`src/rtl/msort_pkg.sv`:
```
// Shared definitions for the merge-sort lower layer: element record,
// pair-sorter FSM states, counter width and a saturating increment helper.
package msort_pkg;

  // Width of the optional swap statistics counter.
  localparam int CNT_W      = 16;

  // Default field widths of one sort element (distance key + index tag).
  localparam int DEF_DATA_W = 8;
  localparam int DEF_IDX_W  = 4;

  // One (distance, index) element at the default widths.
  typedef struct packed {
    logic [DEF_DATA_W-1:0] key;
    logic [DEF_IDX_W-1:0]  idx;
  } elem_t;

  // Pair-sorter control states.
  typedef enum logic [2:0] {
    IDLE  = 3'd0,
    WAIT2 = 3'd1,
    CMP   = 3'd2,
    SWAP  = 3'd3,
    OUT   = 3'd4
  } state_t;

  // Counter increment that sticks at all-ones instead of wrapping.
  function automatic logic [CNT_W-1:0] sat_inc(input logic [CNT_W-1:0] v);
    logic [CNT_W-1:0] r;
    if (v == {CNT_W{1'b1}}) begin
      r = v;
    end else begin
      r = v + 16'd1;
    end
    return r;
  endfunction

endpackage

```
`src/rtl/pair_reg_exchange.sv`:
```
// Two-slot element register (A, B) with load, clear and exchange controls,
// plus the ordering comparator. Only keys are compared, unsigned; tags
// travel with their keys. Equal keys never report out-of-order, which keeps
// the pair stable.
module pair_reg_exchange
  import msort_pkg::*;
#(
  parameter int DATA_WIDTH = 8,
  parameter int IDX_WIDTH  = 4,
  parameter bit ASCENDING  = 1'b1
) (
  input  logic                  clk,
  input  logic                  rst_n,
  input  logic                  i_load_a,
  input  logic                  i_load_b,
  input  logic                  i_clr_b,
  input  logic                  i_swap,
  input  logic [DATA_WIDTH-1:0] i_key,
  input  logic [IDX_WIDTH-1:0]  i_idx,
  output logic [DATA_WIDTH-1:0] o_a_key,
  output logic [IDX_WIDTH-1:0]  o_a_idx,
  output logic [DATA_WIDTH-1:0] o_b_key,
  output logic [IDX_WIDTH-1:0]  o_b_idx,
  output logic                  o_out_of_order
);

  typedef struct packed {
    logic [DATA_WIDTH-1:0] key;
    logic [IDX_WIDTH-1:0]  idx;
  } slot_t;

  slot_t r_a;
  slot_t r_b;
  slot_t w_in;
  logic  w_ooo;

  assign w_in.key = i_key;
  assign w_in.idx = i_idx;

  // Slot storage: exchange has priority; otherwise independent A/B updates.
  always_ff @(posedge clk or negedge rst_n) begin
    if (!rst_n) begin
      r_a <= '0;
      r_b <= '0;
    end else if (i_swap) begin
      r_a <= r_b;
      r_b <= r_a;
    end else begin
      if (i_load_a) begin
        r_a <= w_in;
      end
      if (i_clr_b) begin
        r_b <= '0;
      end else if (i_load_b) begin
        r_b <= w_in;
      end
    end
  end

  // Out-of-order detect in the configured direction; ties stay in place.
  always_comb begin
    w_ooo = 1'b0;
    if (ASCENDING) begin
      w_ooo = (r_a.key > r_b.key);
    end else begin
      w_ooo = (r_a.key < r_b.key);
    end
  end

  assign o_a_key        = r_a.key;
  assign o_a_idx        = r_a.idx;
  assign o_b_key        = r_b.key;
  assign o_b_idx        = r_b.idx;
  assign o_out_of_order = w_ooo;

endmodule

```
`src/rtl/pair_sort_ctrl.sv`:
```
// Pair sorter front-end: groups incoming (key, idx) elements into pairs,
// orders each pair with a compare/swap step and emits a 2-element run
// (lo, hi). A sequence-final element arriving alone is emitted as a
// single-element run with zeroed hi fields.
// Control outputs (in_ready, out_valid, busy, out_single, out_last) are
// registered from the next state; all of them read 0 while rst_n is low,
// so in_ready rises on the first clock edge after reset release.
// Optional feature: define PAIR_SORT_SWAP_CNT_EN to add the saturating
// swap_cnt output and its cnt_clr input.
module pair_sort_ctrl
  import msort_pkg::*;
#(
  parameter int DATA_WIDTH = 8,
  parameter int IDX_WIDTH  = 4,
  parameter bit ASCENDING  = 1'b1
) (
  input  logic                  clk,
  input  logic                  rst_n,
  input  logic                  in_valid,
  output logic                  in_ready,
  input  logic [DATA_WIDTH-1:0] in_data,
  input  logic [IDX_WIDTH-1:0]  in_idx,
  input  logic                  in_last,
  output logic                  out_valid,
  input  logic                  out_ready,
  output logic [DATA_WIDTH-1:0] out_data_lo,
  output logic [IDX_WIDTH-1:0]  out_idx_lo,
  output logic [DATA_WIDTH-1:0] out_data_hi,
  output logic [IDX_WIDTH-1:0]  out_idx_hi,
  output logic                  out_single,
  output logic                  out_last,
  output logic                  busy
`ifdef PAIR_SORT_SWAP_CNT_EN
  ,
  input  logic                  cnt_clr,
  output logic [CNT_W-1:0]      swap_cnt
`endif
);

  state_t r_state;
  state_t w_state_nxt;
  logic   w_accept;
  logic   w_load_a;
  logic   w_load_b;
  logic   w_clr_b;
  logic   w_swap;
  logic   w_ooo;
  logic   r_in_ready;
  logic   r_out_valid;
  logic   r_busy;
  logic   r_out_single;
  logic   r_out_last;
  logic   r_last_pend;

  assign w_accept = in_valid && r_in_ready;

  pair_reg_exchange #(
    .DATA_WIDTH (DATA_WIDTH),
    .IDX_WIDTH  (IDX_WIDTH),
    .ASCENDING  (ASCENDING)
  ) u_slots (
    .clk            (clk),
    .rst_n          (rst_n),
    .i_load_a       (w_load_a),
    .i_load_b       (w_load_b),
    .i_clr_b        (w_clr_b),
    .i_swap         (w_swap),
    .i_key          (in_data),
    .i_idx          (in_idx),
    .o_a_key        (out_data_lo),
    .o_a_idx        (out_idx_lo),
    .o_b_key        (out_data_hi),
    .o_b_idx        (out_idx_hi),
    .o_out_of_order (w_ooo)
  );

  // FSM state register.
  always_ff @(posedge clk or negedge rst_n) begin
    if (!rst_n) begin
      r_state <= IDLE;
    end else begin
      r_state <= w_state_nxt;
    end
  end

  // Next-state and slot control decode.
  always_comb begin
    w_state_nxt = r_state;
    w_load_a    = 1'b0;
    w_load_b    = 1'b0;
    w_clr_b     = 1'b0;
    w_swap      = 1'b0;
    case (r_state)
      IDLE: begin
        if (w_accept) begin
          w_load_a = 1'b1;
          w_clr_b  = 1'b1;
          if (in_last) begin
            w_state_nxt = OUT;
          end else begin
            w_state_nxt = WAIT2;
          end
        end else begin
          w_state_nxt = IDLE;
        end
      end
      WAIT2: begin
        if (w_accept) begin
          w_load_b    = 1'b1;
          w_state_nxt = CMP;
        end else begin
          w_state_nxt = WAIT2;
        end
      end
      CMP: begin
        if (w_ooo) begin
          w_state_nxt = SWAP;
        end else begin
          w_state_nxt = OUT;
        end
      end
      SWAP: begin
        w_swap      = 1'b1;
        w_state_nxt = OUT;
      end
      OUT: begin
        if (out_ready) begin
          w_state_nxt = IDLE;
        end else begin
          w_state_nxt = OUT;
        end
      end
      default: begin
        w_state_nxt = IDLE;
      end
    endcase
  end

  // Registered handshake/status flags and run qualifiers, updated on OUT entry.
  always_ff @(posedge clk or negedge rst_n) begin
    if (!rst_n) begin
      r_in_ready   <= 1'b0;
      r_out_valid  <= 1'b0;
      r_busy       <= 1'b0;
      r_out_single <= 1'b0;
      r_out_last   <= 1'b0;
      r_last_pend  <= 1'b0;
    end else begin
      r_in_ready  <= (w_state_nxt == IDLE) || (w_state_nxt == WAIT2);
      r_out_valid <= (w_state_nxt == OUT);
      r_busy      <= (w_state_nxt != IDLE);
      if ((r_state == WAIT2) && w_accept) begin
        r_last_pend <= in_last;
      end
      if ((w_state_nxt == OUT) && (r_state != OUT)) begin
        r_out_single <= (r_state == IDLE);
        r_out_last   <= (r_state == IDLE) ? 1'b1 : r_last_pend;
      end
    end
  end

  assign in_ready   = r_in_ready;
  assign out_valid  = r_out_valid;
  assign busy       = r_busy;
  assign out_single = r_out_single;
  assign out_last   = r_out_last;

`ifdef PAIR_SORT_SWAP_CNT_EN
  logic [CNT_W-1:0] r_swap_cnt;

  // Saturating count of SWAP cycles; clear wins over increment.
  always_ff @(posedge clk or negedge rst_n) begin
    if (!rst_n) begin
      r_swap_cnt <= '0;
    end else if (cnt_clr) begin
      r_swap_cnt <= '0;
    end else if (r_state == SWAP) begin
      r_swap_cnt <= sat_inc(r_swap_cnt);
    end else begin
      r_swap_cnt <= r_swap_cnt;
    end
  end

  assign swap_cnt = r_swap_cnt;
`endif

endmodule
```
`config.mk`:
```
export PLATFORM = sky130hd
export DESIGN_NAME = pair_sort_ctrl
export DESIGN_NICKNAME = d
export VERILOG_FILES = /design/src/rtl/msort_pkg.sv /design/src/rtl/pair_reg_exchange.sv /design/src/rtl/pair_sort_ctrl.sv
export SDC_FILE = /design/constraint.sdc
export NUM_CORES = 1
export LEC_CHECK = 0
export ABC_AREA = 1
export CORE_ASPECT_RATIO = 1.25
export CORE_MARGIN = 2
export CORE_UTILIZATION = 35
export CTS_CLUSTER_SIZE = 40
export DETAILED_ROUTE_END_ITERATION = 8
export SETUP_SLACK_MARGIN = 0.2
export SLEW_MARGIN = 20
export SYNTH_ARGS = -nofsm -noshare
export SYNTH_HDL_FRONTEND = slang
export SYNTH_SLANG_ARGS = --single-unit
```
`constraint.sdc`:
```
create_clock -name clk -period 3.27 [get_ports clk]
set_input_delay 0.4905 -clock clk [delete_from_list [all_inputs] [get_ports clk]]
set_output_delay 0.4905 -clock clk [all_outputs]
set_load 0.05 [all_outputs]
```
### After elaboration in Yosys (flattened, before gate mapping)

Cells that the tools add are included.

* register bits after elaboration: 33
* output and inout bits: 29

* magnitude comparators: 1
* equality and inequality tests: 7
* multiplexer cells: 16
* reduce and logical (&&, ||, !) cells: 9

Operators with widths (number)
* 12-bit 2-to-1 mux: 5
* 3-bit one-hot mux with 5 select lines: 1
* 3-bit 2-to-1 mux: 4
* 8-bit > comparator: 1
* 3-bit by 1-bit equality test with 1-bit output, second input constant: 2
* 3-bit by 2-bit equality test with 1-bit output, second input constant: 2
* 3-bit equality test, second input constant: 2
* 3-bit logical NOT: 2
* 3-bit nonzero test: 2
* 1-bit 2-to-1 mux: 5
* 1-bit logical AND: 3
* 3-bit inequality test, second input constant: 1
* 2-bit 2-to-1 mux: 1
* 2-bit nonzero test: 1
* 1-bit logical OR: 1

### Depth between registers and ports, before layout

* word-level depth: 6
* mapped depth: 15
* depth with buffers taken out: 15

### Hierarchy

Synthesis repeated with hierarchy kept, for this count alone.

* cells, all modules: 223
* area, all modules: 1823.0 sq um

By module, submodules not included
* pair_reg_exchange: instances 1, cells each 173, area an instance 1368.8 sq um, sequential area each 600.6 sq um
* pair_sort_ctrl: instances 1, cells each 50, area an instance 454.2 sq um, sequential area each 225.2 sq um

### Worst setup path before layout

No wires, ideal clock.

* kind: register -> register
* start: reg u_slots.r_b (netlist bit u_slots.o_b_key[7])
* end: reg r_out_last (netlist: out_last)
* setup time: 0.119 ns
* arrival: 1.761 ns
* path slack: 1.390 ns
* stages on the path, launching flop included: 12
* clock period less this slack: 1.880 ns
* cells stage by stage: dfrtp_1 inv_1 ha_1 a21o_1 nor2_1 nand2_1 nand2_1 nand2_1 nand2_1 nand2_1 nand2_1 nand2_1

* word-level cells in the longest chain between the ends: 5

Ends and longest elaborated chain
* from (decl): RTL line pair_reg_exchange.sv:33 `slot_t r_b;`
* from (signal assigned): RTL line pair_reg_exchange.sv:47 `r_b <= r_a;`
* from (signal assigned): RTL line pair_reg_exchange.sv:55 `r_b <= w_in;`
* 8-bit > comparator: RTL line pair_reg_exchange.sv:64 `w_ooo = (r_a.key > r_b.key);`
* 3-bit 2-to-1 mux: RTL line pair_sort_ctrl.sv:116 `if (w_ooo) begin`
* 3-bit one-hot mux with 5 select lines: RTL line pair_sort_ctrl.sv:93 `case (r_state)`
* net w_state_nxt[2]: RTL line pair_sort_ctrl.sv:41 `state_t w_state_nxt;`
* 3-bit equality test: RTL line pair_sort_ctrl.sv:155 `if ((w_state_nxt == OUT) && (r_state != OUT)) begin`
* 1-bit logical AND: RTL line pair_sort_ctrl.sv:155
* to (signal assigned): RTL line pair_sort_ctrl.sv:157 `r_out_last <= (r_state == IDLE) ? 1'b1 : r_last_pend;`
* to (decl): RTL line pair_sort_ctrl.sv:52 `logic r_out_last;`

The timed path passes the listed nets, and every way through them passes these cells.
A chain may end at the register's enable or synchronous reset.

### Final worst setup path

* start: reg u_slots.r_a (netlist bit u_slots.o_a_key[3])
* end: out out_data_lo[3]

RTL lines
* from (decl): RTL line pair_reg_exchange.sv:32 `slot_t r_a;`
* from (signal assigned): RTL line pair_reg_exchange.sv:46 `r_a <= r_b;`
* from (signal assigned): RTL line pair_reg_exchange.sv:50 `r_a <= w_in;`
* to (decl): RTL line pair_sort_ctrl.sv:26 `output logic [DATA_WIDTH-1:0] out_data_lo,`

No word-level cell between the ends.

==> run summary <==
run status - finished, final reports clean
pin count of the biggest net entering global routing - 34
VDD IR max - 0.000556 V
Post-CTS Resized - 0
die area - 5650 sq um
initial core utilization - 0.369
Gate Count Post-Synth - 206
htree depth - 2
Layout Cells excl Fill - 314
worst r2r src - r_state[0]
Int Power - 1350 uW
io pins - 46
share of post-route cells with drive strength above 1 - 0.106
Static Leak - 0.00110 uW
Max Slew Vio Count - 0
number of global-route vias before repair - 1438
start point of the worst min-delay path - out_single
clk sinks - 33
Crit Reg-Reg Endpoint - u_slots.o_b_idx[3]
DRT antenna net count - 0
slowest stage delay, CP - 0.82 ns
synthesis-to-layout area growth - 32.6%
Setup TNS - 0 ns
mean number of vias per cell - 4.91
CTS tree - yes
Post-Route WL - 3940 microns
worst-path fanout max - 3
skew final - 0.0120 ns
kind of critical path - reg2out
drt pass-1 iters - 4
via count - 1541
Tcrit/Tclk final - 0.610
Filler cells - 465
Worst-Margin Slew - 0.506 ns
Ys Warns - 0
critical path cell sequence - clkdlybuf4s50_1
area of the core - 4800 sq um
total nets after synthesis - 231
synthesized area - 1770 sq um
Comb pwr share - 0.632
startpoint types - register
grt ovf - 0
Root Driver - clkbuf_8
clk_lat worst skew - 0.29 ns
Bufs on Longest Clock Path - 2
pwr dens - 1200 nW/um^2
first-pass GRT wire length - 6590 microns
depth of the worst hold-timing path - 2
dpl cells - 306
nets - 278
Req. time, crit path - 2.78 ns
Die Ht - 83.5 microns
worst hold endpoint - out_single
WL/cell - 12.6 microns
distinct cell type count after synthesis - 25
CTS clk-pin slew, worst paths - 0.08 ns
worst path bufs/invs - 1
max-capacitance violation count - 0
worst r2r path cells - 7
sequential power share - 0.261
Std-Cell Rows - 28
sequential share of the synthesized area - 0.466
GP Congestion - 0.797
PortBufs - 45
crit end category - output port
Largest delay share family, worst path - buffers and inverters
ant diodes - 0
total CTS buffers - 5
Post-CTS Hold Buffers - 0
initial antenna violation count - 0
switching power - 1470 uW
Syn Area/Cell - 8.60 sq um
Clock Power Share - 0.107
Final setup viols - 0
Die W - 67.6 microns
DRT iter0 DRCs - 57
Final HPWL DP - 2840 microns
Worst R2R Setup Slack - 1.43 ns
slowest CP cell - clkdlybuf4s50_1
Arr. time, crit path - 1.50 ns
Max Freq - 502 MHz
aggregate global-route resource usage - 0.153
Finished Core Util - 0.490
Tmin final - 1.99 ns
RSZ-0062 raised after global routing - no
total setup buffers inserted after CTS - 0
Slew headroom - 0.662
DRC - 0
Sw Share - 0.521
FF+latch count, synth - 33
HP Class - reg2reg
count of final hold-check violations - 0
[cell families after synthesis]
group,synth area share
buffers and inverters,0.0883
and+or+nand+nor,0.206
AOI/OAI and AO/OA,0.183
DFF,0.466
adders and majority gates,0.0565
[worst reg2reg max path, stage by stage, from the launching register on]
cell,delay [ns]
dfrtp_1,0.44
nand3_2,0.18
buf_4,0.35
o21ai_4,0.19
inv_4,0.15
nand2_4,0.19
nor2_1,0.15
a21oi_1,0.05
[sequential cells by signal (all words and copies together), names as in the netlist]
register,cells
r_last_pend,1
u_slots.o_b_idx,4
out_valid,1
u_slots.o_a_idx,4
u_slots.o_b_key,8
r_state,3
in_ready,1
out_single,1
busy,1
out_last,1
u_slots.o_a_key,8
[worst max path at each step]
| stage | endpoint | from | cells past startpoint |
|---|---|---|---|
| final | out_data_lo[3] | u_slots.o_a_key[3] | 1 |
| after detailed placement | u_slots.o_b_idx[0] | in_valid | 7 |
| after CTS | out_data_lo[4] | u_slots.o_a_key[4] | 1 |
| after global placement | u_slots.o_b_idx[3] | in_valid | 7 |
| after floorplan | out_last | u_slots.o_b_key[7] | 11 |
| after global routing | out_data_lo[3] | u_slots.o_a_key[3] | 1 |
[routing by layer]
| layer | up-vias | part of all wire | track usage |
|---|---|---|---|
| met5 | - | 0 | 0 |
| met4 | 0 | 0.0076 | 0.0557 |
| met3 | 4 | 0.047 | 0.0459 |
| met2 | 39 | 0.49 | 0.232 |
| met1 | 718 | 0.45 | 0.201 |
| li1 | 780 | - | - |
[power by group through the flow]
stage | clock network (uW) | logic, uW | registers [uW]
2_1_floorplan | 0 | 715 | 1320
3_3_place_gp | 0 | 1780 | 746
3_5_place_dp | 0 | 1800 | 746
4_1_cts | 308 | 1800 | 741
5_1_grt | 327 | 1950 | 763
6_report | 301 | 1780 | 737
[synthesized netlist by cell type, drive strengths merged]
cell type / number / area share
a21o: 1 / 0.0042
a21oi: 8 / 0.023
buf: 8 / 0.030
dfrtp: 33 / 0.47
ha: 8 / 0.056
inv: 27 / 0.059
nand2: 60 / 0.13
nand3: 13 / 0.040
nand4: 2 / 0.0071
nor2: 10 / 0.024
nor3: 1 / 0.0028
o211ai: 4 / 0.017
o21a: 4 / 0.017
o21ai: 11 / 0.054
o221ai: 8 / 0.040
o22ai: 8 / 0.028
[stage by stage]
step	power, uW	hold slack (ns)	setup WS [ns]	area [sq um]
floorplan	2040	0.195	1.39	1770
detailed placement	2540	0.462	1.15	2270
CTS	2850	0.487	1.27	2350
global placement	2530	0.465	1.20	2270
global route	3040	0.504	1.22	2350
finish	2820	0.483	1.28	2350
[cell type report]
type | count | area, sq um | share of cell area
Inverter | 27 | 104 | 0.0442
Clock inverter | 2 | 10.0 | 0.00426
Multi-Input combinational cell | 138 | 790 | 0.336
Timing Repair Buffer | 48 | 473 | 0.201
Clock buffer | 6 | 72.6 | 0.0309
Sequential cell | 33 | 826 | 0.351
Tap cell | 60 | 75.1 | 0.0319
[cell usage in the layout (no fill, tap or decap), drive strengths merged, types with 4 or more instances in the layout]
| cell | count |
|---|---|
| a21oi | 8 |
| nand3 | 13 |
| o221ai | 8 |
| ha | 8 |
| inv | 27 |
| dfrtp | 33 |
| nand2 | 60 |
| o22ai | 8 |
| nor2 | 10 |
| clkbuf | 6 |
| clkdlybuf4s50 | 45 |
| o21ai | 11 |
| o21a | 4 |
| o211ai | 4 |
No activity file was read; power rests on OpenSTA's default activity.
